**config.mk**
```make
export PLATFORM = sky130hd
export DESIGN_NAME = byte_serial_add_seq
export DESIGN_NICKNAME = d
export VERILOG_FILES = /design/src/rtl/byte_serial_add_seq_pkg.sv /design/src/rtl/byte_serial_add_seq.sv
export SDC_FILE = /design/constraint.sdc
export NUM_CORES = 1
export LEC_CHECK = 0
export CORE_UTILIZATION = 35
export CTS_BUF_LIST = sky130_fd_sc_hd__clkbuf_8
export CTS_CLUSTER_DIAMETER = 120
export DETAILED_ROUTE_END_ITERATION = 12
export GPL_TIMING_DRIVEN = 0
export PLACE_DENSITY = 0.62
export SYNTH_ARGS = -nofsm -noshare
export SYNTH_HDL_FRONTEND = slang
export SYNTH_SLANG_ARGS = --single-unit
```
**constraint.sdc**
```tcl
create_clock -name clk -period 3.35 [get_ports clk]
set_input_delay 0.67 -clock clk [delete_from_list [all_inputs] [get_ports clk]]
set_output_delay 0.67 -clock clk [all_outputs]
set_load 0.1 [all_outputs]
```
**src/rtl/byte_serial_add_seq_pkg.sv**
```systemverilog
// byte_serial_add_seq_pkg: shared byte width and FSM encodings for the byte-serial add sequencer
package byte_serial_add_seq_pkg;
    localparam int BYTE_W = 8;
    typedef enum logic [1:0] {
        ST_IDLE = 2'd0,
        ST_RUN  = 2'd1,
        ST_DONE = 2'd2
    } state_t;
endpackage

```
**src/rtl/byte_serial_add_seq.sv**
```systemverilog
// byte_serial_add_seq: wide add performed one byte per cycle on an external 8-bit adder slice
// Define BYTE_SERIAL_ADD_SUB_EN to add the in_sub port (A - B via ~B and forced carry-in).
module byte_serial_add_seq
    import byte_serial_add_seq_pkg::*;
#(
    parameter int NBYTES = 4
) (
    input  logic                     clk,
    input  logic                     rst,
    input  logic                     in_valid,
    output logic                     in_ready,
    input  logic [BYTE_W*NBYTES-1:0] in_a,
    input  logic [BYTE_W*NBYTES-1:0] in_b,
    input  logic                     in_cin,
`ifdef BYTE_SERIAL_ADD_SUB_EN
    input  logic                     in_sub,
`endif
    output logic [BYTE_W-1:0]        add_a,
    output logic [BYTE_W-1:0]        add_b,
    output logic                     add_cin,
    input  logic [BYTE_W-1:0]        add_sum,
    input  logic                     add_cout,
    output logic                     out_valid,
    input  logic                     out_ready,
    output logic [BYTE_W*NBYTES-1:0] sum,
    output logic                     c_out
);
    localparam int W  = BYTE_W * NBYTES;
    localparam int IW = $clog2(NBYTES);

    state_t        state, state_n;
    logic [IW-1:0] idx;
    logic [W-1:0]  a_q, b_q;
    logic          carry, sub_q, cin0, accept, run, last;

`ifdef BYTE_SERIAL_ADD_SUB_EN
    // Subtraction is A + ~B + 1, so the first carry is forced high.
    assign cin0 = in_sub | in_cin;
    always_ff @(posedge clk or posedge rst)
        if (rst) sub_q <= 1'b0;
        else if (accept) sub_q <= in_sub;
`else
    assign cin0  = in_cin;
    assign sub_q = 1'b0;
`endif

    assign run       = state == ST_RUN;
    assign accept    = state == ST_IDLE && in_valid;
    assign last      = idx == IW'(NBYTES - 1);
    assign in_ready  = state == ST_IDLE && !rst;
    assign out_valid = state == ST_DONE;
    assign add_a     = run ? a_q[BYTE_W*idx +: BYTE_W] : '0;
    assign add_b     = run ? b_q[BYTE_W*idx +: BYTE_W] ^ {BYTE_W{sub_q}} : '0;
    assign add_cin   = run ? carry : 1'b0;

    always_ff @(posedge clk or posedge rst)
        if (rst) state <= ST_IDLE;
        else state <= state_n;

    always_comb begin
        state_n = state;
        if (accept) state_n = ST_RUN;
        if (run && last) state_n = ST_DONE;
        if (state == ST_DONE && out_ready) state_n = ST_IDLE;
    end

    always_ff @(posedge clk or posedge rst)
        if (rst) begin
            idx   <= '0;
            a_q   <= '0;
            b_q   <= '0;
            carry <= 1'b0;
            sum   <= '0;
            c_out <= 1'b0;
        end else if (accept) begin
            idx   <= '0;
            a_q   <= in_a;
            b_q   <= in_b;
            carry <= cin0;
            sum   <= '0;
        end else if (run) begin
            sum[BYTE_W*idx +: BYTE_W] <= add_sum;
            carry <= add_cout;
            idx   <= idx + 1'b1;
            if (last) c_out <= add_cout;
        end
endmodule

```
==> summary.txt, run 1 <==
STA
  – Tcrit/Tclk final: 0.963
  – # setup viols final: 0
  – Hold WS: 0.476 ns
  – Slew Viols, Final: 0
  – RSZ-0062 raised after global routing: no
  – F_max: 310 MHz
  – Max-slew headroom: 0.320
  – Hold Vio Cnt, Final: 0
  – Worst Max-Slew Pin Slew: approximately 1.0 ns
  – Crit path time final: 3.23 ns
  – Worst Skew: 0.0209 ns

Drt
  – Initial DRC count: 180
  – DRC Markers: 0
  – WL met2: just under 6000 um
  – Via Count: around 3.7k
  – Post-DR wirelength/cell: 15.9 um
  – DR top layer: met4
  – Pre-antenna DRT Iters: 4
  – Met1 Routed Length: 5560 um
  – Total Wirelength: 12200 um
  – Via density: 4.79
  – Met3 wire length: 566 um
  – Post-route ant nets: 0

Run status
  – Status: completed

Yosys
  – Dominant cell type by area after synthesis: dfrtp_1
  – Synth unique cells: 26
  – Netlist Area Pre-Place: 4540 sq um
  – Synth Warn #: 0
  – Syn_nets: 530
  – Yosys reg bits: 102
  – Post-Synthesis Cells: 447
  – Area share of the largest cell type after synthesis: 0.562
  – Post-synthesis sequential area ratio: 0.562
  – Synthesized area per cell: 10.2 sq um
  – Synth top area cells: dfrtp_1 56%, nand2_1 17%, mux4_2 7.9%, a22o_1 3.1%, nor2b_1 2.5%

Power
  – Sw Ratio: 0.243
  – Overall Power: 0.00233 W
  – PD cells: 371 nW/um^2
  – P_sw: 0.000565 W
  – Clock power share: 0.341
  – Seq pwr share: 0.557
  – Worst VDD drop: between 0.15 and 0.2 mV
  – Comb power frac: 0.102
  – Leak: 3.00 nW
  – Cell Int Power: 0.00177 W

Clock network
  – Root Driver: clkbuf_8
  – Clock insertion delay at the later pin of the skew report: 0.37 ns
  – Clk pin slew, worst setup/hold paths: 0.09 ns
  – Clock sink total: 102
  – Bufs on Longest Clock Path: 2
  – Total CTS buffers: 9
  – CTS tree: done
  – CTS HTree Levels: 3

Finish
  – Antenna diodes: 0
  – Share of cells above drive strength 1: 0.120
  – Area Overhead vs Synth: 38.2%
  – Commonest non-fill, non-tap cells in the layout: 205 x nand2_1, 112 x clkdlybuf4s50_1, 102 x dfrtp_1
  – Final net count: 671
  – Design Area, Final: 6270 sq um
  – Commonest non-fill, non-tap cell in the layout: nand2_1

Critical path
  – Critical Path, Cell by Cell: buf_2, nand2b_1, buf_2, nor2_1, dlygate4sd2_1
  – CP delay by family, top: buffers and inverters
  – WP buf/inv: 3
  – Critical Path Start Type: flip-flop
  – Cell repeated most along the worst path: buf_2
  – Crit Path Class: flip-flop to output pin
  – Worst setup EP type: output pin
  – CP max FO: 10
  – Crit path largest cell delay: 0.87 ns
  – CP arrival: 2.56 ns
  – Slowest CP cell: dlygate4sd2_1
  – Worst EP required: 2.68 ns

Global route
  – First-pass GRT wire length: about 20000 um
  – Largest net degree at the start of global routing: 57
  – Vias in the first global route: about 3.8k
  – GRT Util Overall: 0.194
  – Initial antenna violation count: 0
  – GR Overflow Total: 0

Die
  – Die area: 13400 sq um
  – # rows: 41
  – Die W: 116 um
  – Core area: 12600 sq um
  – Starting Density: 0.360
  – Die height: 116 um
  – I/O pin cnt: 130

Placement
  – Dpl hpwl: 8690 um
  – I/O Buffers: 129
  – Post-DP Area: roughly 6000 sq um
  – Placer Congestion: between 0.7 and 0.8

Hold path
  – Hold Crit Class: flip-flop to flip-flop

Flow run
  – Max-Cap Viols: 0
[power groups by stage]
| stage | Combinational [W] | Clock [W] | Sequential, W |
|---|---|---|---|
| final | 0.000237 | 0.000795 | 0.00130 |
| after global placement | 0.000232 | 0 | 0.00132 |
| after global routing | 0.000258 | 0.000860 | 0.00130 |
| after floorplan | 0.0000719 | 0 | 0.00135 |
| after CTS | 0.000241 | 0.000810 | 0.00130 |
| after detailed placement | 0.000240 | 0 | 0.00132 |
[layout make-up]
type / count / area (sq um)
Fill cell: 1246 / 6340
Clock inverter: 6 / 62.6
Timing Repair Buffer: 130 / 1310
Multi-Input combinational cell: 312 / 1820
Clock buffer: 10 / 138
Inverter: 7 / 28.8
Sequential cell: 102 / 2550
Tap cell: 172 / 215
Buffer: 26 / 146
[worst register-to-register path, cell delays in order (launching register included)]
cell and delay, ns:
dfrtp_1 0.38, buf_2 0.30, buf_2 0.37, inv_1 0.14, ha_1 0.39, inv_1 0.11
nor4_4 0.52, a32o_1 0.25
[metrics by stage]
stage,cells,utilization,TNS (ns),worst slack (ns)
after global placement,748,0.480,-147.23,-1.45
after floorplan,447,-,0,0.00452
after CTS,765,0.498,0,0.00824
after global routing,765,0.497,0,0.0243
after detailed placement,749,0.482,-0.00313,-0.00173
final,765,0.497,0,0.122
[final timing paths]
path | cells after the start | slack [ns] | from | endpoint
setup / recovery | 5 | 0.12 | state[1] | add_cin
hold / removal | 2 | 0.48 | b_q[22] | b_q[22]
setup reg to reg | 7 | 0.85 | idx[1] | sum[16]
hold reg to reg | 2 | 0.48 | b_q[22] | b_q[22]
max in group asynchronous | 3 | 1.88 | rst | idx[1]
min in group asynchronous | 2 | 0.77 | rst | sum[25]
[Yosys cell counts, drive strengths merged]
| master | instances |
|---|---|
| nand2 | 205 |
| dfrtp | 102 |
| buf | 20 |
| nor2b | 18 |
| a22o | 16 |
| mux4 | 16 |
| nand3 | 11 |
| a21oi | 10 |
| a32o | 8 |
| inv | 7 |
| clkbuf | 6 |
| ha | 5 |
| o21ai | 4 |
| nand2b | 3 |
| nor2 | 3 |
| nor3 | 3 |
| a21o | 2 |
| and3b | 2 |
| nand3b | 2 |
| nor3b | 1 |
| nor4 | 1 |
| o211ai | 1 |
| or3b | 1 |
[what timing repair did]
action / in CTS / in global routing
hold buffers: 0 / 0
gates cloned: 0 / 0
setup endpoints to repair: 17 / 3
buffers inserted: 0 / 0
resized for setup: 38 / 5
[sequential cells by signal, summed over array words and instances, names as in the netlist]
name / cells
c_out: 1
b_q: 32
carry: 1
idx: 2
a_q: 32
sum: 32
state: 2
[kinds of logic (layout without fill, tap and decap cells)]
| group | count (synthesis) | after routing | synth area share |
|---|---|---|---|
| AOI/OAI and AO/OA | 41 | 41 | 0.0689 |
| adders and majority gates | 5 | 5 | 0.0138 |
| buffers and inverters | 33 | 179 | 0.0380 |
| DFF | 102 | 102 | 0.562 |
| muxes | 16 | 16 | 0.0794 |
| and+or+nand+nor | 250 | 250 | 0.238 |
[per-layer routing]
metal,up-vias,global-route usage
li1,1746,-
met1,1801,0.256
met2,104,0.327
met3,12,0.0272
met4,0,0.0709
met5,-,0
Note: power is estimated with default switching activity, not from simulation.
==> run 2, diff against run 1 <==
==> constraint.sdc (replaced) <==
create_clock -name clk -period 2.9 [get_ports clk]
set_input_delay 0.58 -clock clk [delete_from_list [all_inputs] [get_ports clk]]
set_output_delay 0.58 -clock clk [all_outputs]
set_load 0.1 [all_outputs]
==> run 2 against run 1 <==
  * Critical path depth did not move
  * Core utilization down 0.51 points
  * Register-to-register slack got worse by 0.34 ns
  * Largest power group unchanged
  * Global-route usage barely moved
  * Sequential cell count did not move
  * Sequential power increased by 15%
  * Largest cell class unchanged
  * Critical endpoint is now add_b[2]
  * Worst hold slack improved by 0.00074 ns
  * Non-clock buffer count rose by 1
  * Clock-buffer cell count did not move
  * Worst setup slack got worse by 0.014 ns
  * Final area fell by 1.0%
==> summary.txt, run 2 (synthesis results as in run 1) <==
STA
  – F_max: 358 MHz
  – # setup viols final: 0 (unchanged)
  – Slew Viols, Final: 0 (unchanged)
  – Max-slew headroom: 0.332 (was 0.320)
  – RSZ-0062 raised after global routing: no (unchanged)
  – Worst Skew: 0.0124 ns (was 0.0209 ns)
  – Tcrit/Tclk final: 0.963
  – Crit path time final: around 2.8 ns
  – Worst Max-Slew Pin Slew: 0.999 ns (was 1.02 ns)
  – Hold Vio Cnt, Final: 0 (unchanged)

Die
  – Starting Density: 0.360 (unchanged)
  – I/O pin cnt: 130 (unchanged)
  – Die area: 13400 sq um (unchanged)
  – Die W: 116 um (unchanged)
  – # rows: 41 (unchanged)
  – Die height: 116 um (unchanged)
  – Core area: 12600 sq um (unchanged)

Critical path
  – Crit Path Class: flip-flop to output pin (unchanged)
  – Slowest CP cell: dfrtp_1 (was dlygate4sd2_1)
  – Critical Path Start Type: flip-flop (unchanged)
  – Worst EP required: 2.32 ns (was 2.68 ns)
  – CP arrival: 2.21 ns (was 2.56 ns)
  – WP buf/inv: 3 (unchanged)
  – Critical Path, Cell by Cell: buf_2, nand2b_1, clkbuf_2, nor2b_1, clkbuf_4 (was buf_2, nand2b_1, buf_2, nor2_1, dlygate4sd2_1)
  – CP max FO: 10 (unchanged)
  – Worst setup EP type: output pin (unchanged)
  – CP delay by family, top: buffers and inverters (unchanged)
  – Crit path largest cell delay: 0.41 ns (was 0.87 ns)

Global route
  – Vias in the first global route: 3783 (was 3839)
  – Initial antenna violation count: 0 (unchanged)
  – Largest net degree at the start of global routing: 41 (was 57)
  – First-pass GRT wire length: 19400 um (was 19500 um)
  – GRT Util Overall: 0.194 (about the same)
  – GR Overflow Total: 0 (unchanged)

Finish
  – Fin cells: 766 (was 765)
  – Commonest non-fill, non-tap cells in the layout: 205 x nand2_1, 110 x clkdlybuf4s50_1, 102 x dfrtp_1 (was 205 x nand2_1, 112 x clkdlybuf4s50_1, 102 x dfrtp_1)
  – Antenna diodes: 0 (unchanged)
  – Share of cells above drive strength 1: 0.128 (was 0.120)
  – Biggest regs: a_q x32, b_q x32, sum x32 (unchanged)
  – Design Area, Final: 6210 sq um (was 6270 sq um)
  – Area Overhead vs Synth: 36.8% (was 38.2%)
  – Final net count: 672 (was 671)
  – Commonest non-fill, non-tap cell in the layout: nand2_1 (unchanged)

Drt
  – DRC Markers: 0 (unchanged)
  – Post-DR wirelength/cell: 16.0 um (was 15.9 um)
  – Post-route ant nets: 0 (unchanged)
  – Via Count: 3656 (was 3663)
  – Via density: 4.77 (was 4.79)
  – Pre-antenna DRT Iters: 4 (unchanged)
  – Total Wirelength: 12200 um (about the same)
  – Initial DRC count: 264 (was 180)

Power
  – PD cells: 414 nW/um^2 (was 371 nW/um^2)
  – Worst VDD drop: 0.197 mV (was 0.176 mV)
  – Leak: 3.06 nW (was 3.00 nW)

Hold path
  – Hold Crit Class: flip-flop to flip-flop (unchanged)

Run status
  – Status: completed (unchanged)

Clock network
  – CTS tree: done (unchanged)
  – Root Driver: clkbuf_8 (unchanged)
  – Bufs on Longest Clock Path: 2 (unchanged)
  – CTS HTree Levels: 3 (unchanged)
  – Clk pin slew, worst setup/hold paths: 0.09 ns (about the same)
  – Total CTS buffers: 9 (unchanged)
  – Postcts setup bufs: 0 (unchanged)
  – Clock insertion delay at the later pin of the skew report: 0.37 ns (about the same)
  – Clock sink total: 102 (unchanged)

Placement
  – Cells after DPL: 750 (was 749)
  – Post-DP Area: 6100 sq um (was 6080 sq um)
  – I/O Buffers: 129 (unchanged)
  – Placer Congestion: 0.798 (was 0.771)
  – Dpl hpwl: 8840 um (was 8690 um)

Flow run
  – Max-Cap Viols: 0 (unchanged)
[run 2: cell types whose count changed in the layout (fill, tap and decap cells not counted), moves of 3 or more]
cell             previous run  this run
clkbuf_4                    0         8
inv_1                       7        11
nor2b_2                     0         3
buf_2                      15        22
dlygate4sd2_1               4         0
clkdlybuf4s15_2            10         0
nor2b_1                    18        15
[run 2: area by class of cell]
| cell class | count | area (sq um) |
|---|---|---|
| buffer | 26 | 150 |
| clock buffer | 10 | 138 |
| clock inverter | 6 | 23.8 |
| fill | 1236 | 6410 |
| inverter | 7 | 30.0 |
| multi-input combinational | 312 | 1830 |
| sequential | 102 | 2550 |
| tap | 172 | 215 |
| timing repair buffer | 131 | 1270 |
[run 2: repair_timing]
| action | CTS | global route |
|---|---|---|
| setup endpoints to repair | 17 | 11 |
| resized for setup | 87 | 11 |
| hold buffers | 0 | 0 |
| pin swaps | 0 | 0 |
| gates cloned | 0 | 0 |
[run 2: tightest hold or removal path: stages, from the launching register on]
cell	delay [ns]
dfrtp_1	0.35
nand2_1	0.05
nand2_1	0.05
[run 2: worst paths after layout]
path / from / endpoint / slack (ns) / cells after the start
max in group asynchronous: rst / a_q[4] / 1.38 / 4
worst max register to register: idx[1] / sum[18] / 0.51 / 7
worst min register to register: b_q[22] / b_q[22] / 0.48 / 2
worst max-delay path: state[1] / add_b[2] / 0.11 / 5
worst min-delay path: b_q[22] / b_q[22] / 0.48 / 2
min in group asynchronous: rst / sum[4] / 0.66 / 2
[run 2: metrics by stage]
step                      setup TNS, ns  hold slack, ns  power [W]  setup slack [ns]  utilization
after global routing                  0           0.496    0.00268           0.00367        0.492
final                                 0           0.477    0.00257             0.108        0.492
after global placement            -4.66           0.453    0.00179            -0.407        0.480
after floorplan                  -0.399           0.439    0.00165           -0.0388            -
after CTS                             0           0.480    0.00259          0.000919        0.491
after detailed placement          -4.83           0.457    0.00181            -0.397        0.484
[run 2: report_power, final]
group	switching, W	internal [W]
registers	0.0000273	0.00147
clock network	0.000475	0.000321
logic	0.000128	0.000148
[run 2: routing by layer]
layer | up-vias | global-route usage | part of all wire
li1 | 1751 | - | -
met1 | 1766 | 0.261 | 0.45
met2 | 132 | 0.327 | 0.48
met3 | 7 | 0.0345 | 0.063
met4 | 0 | 0.0462 | 0.0070
met5 | - | 0 | 0
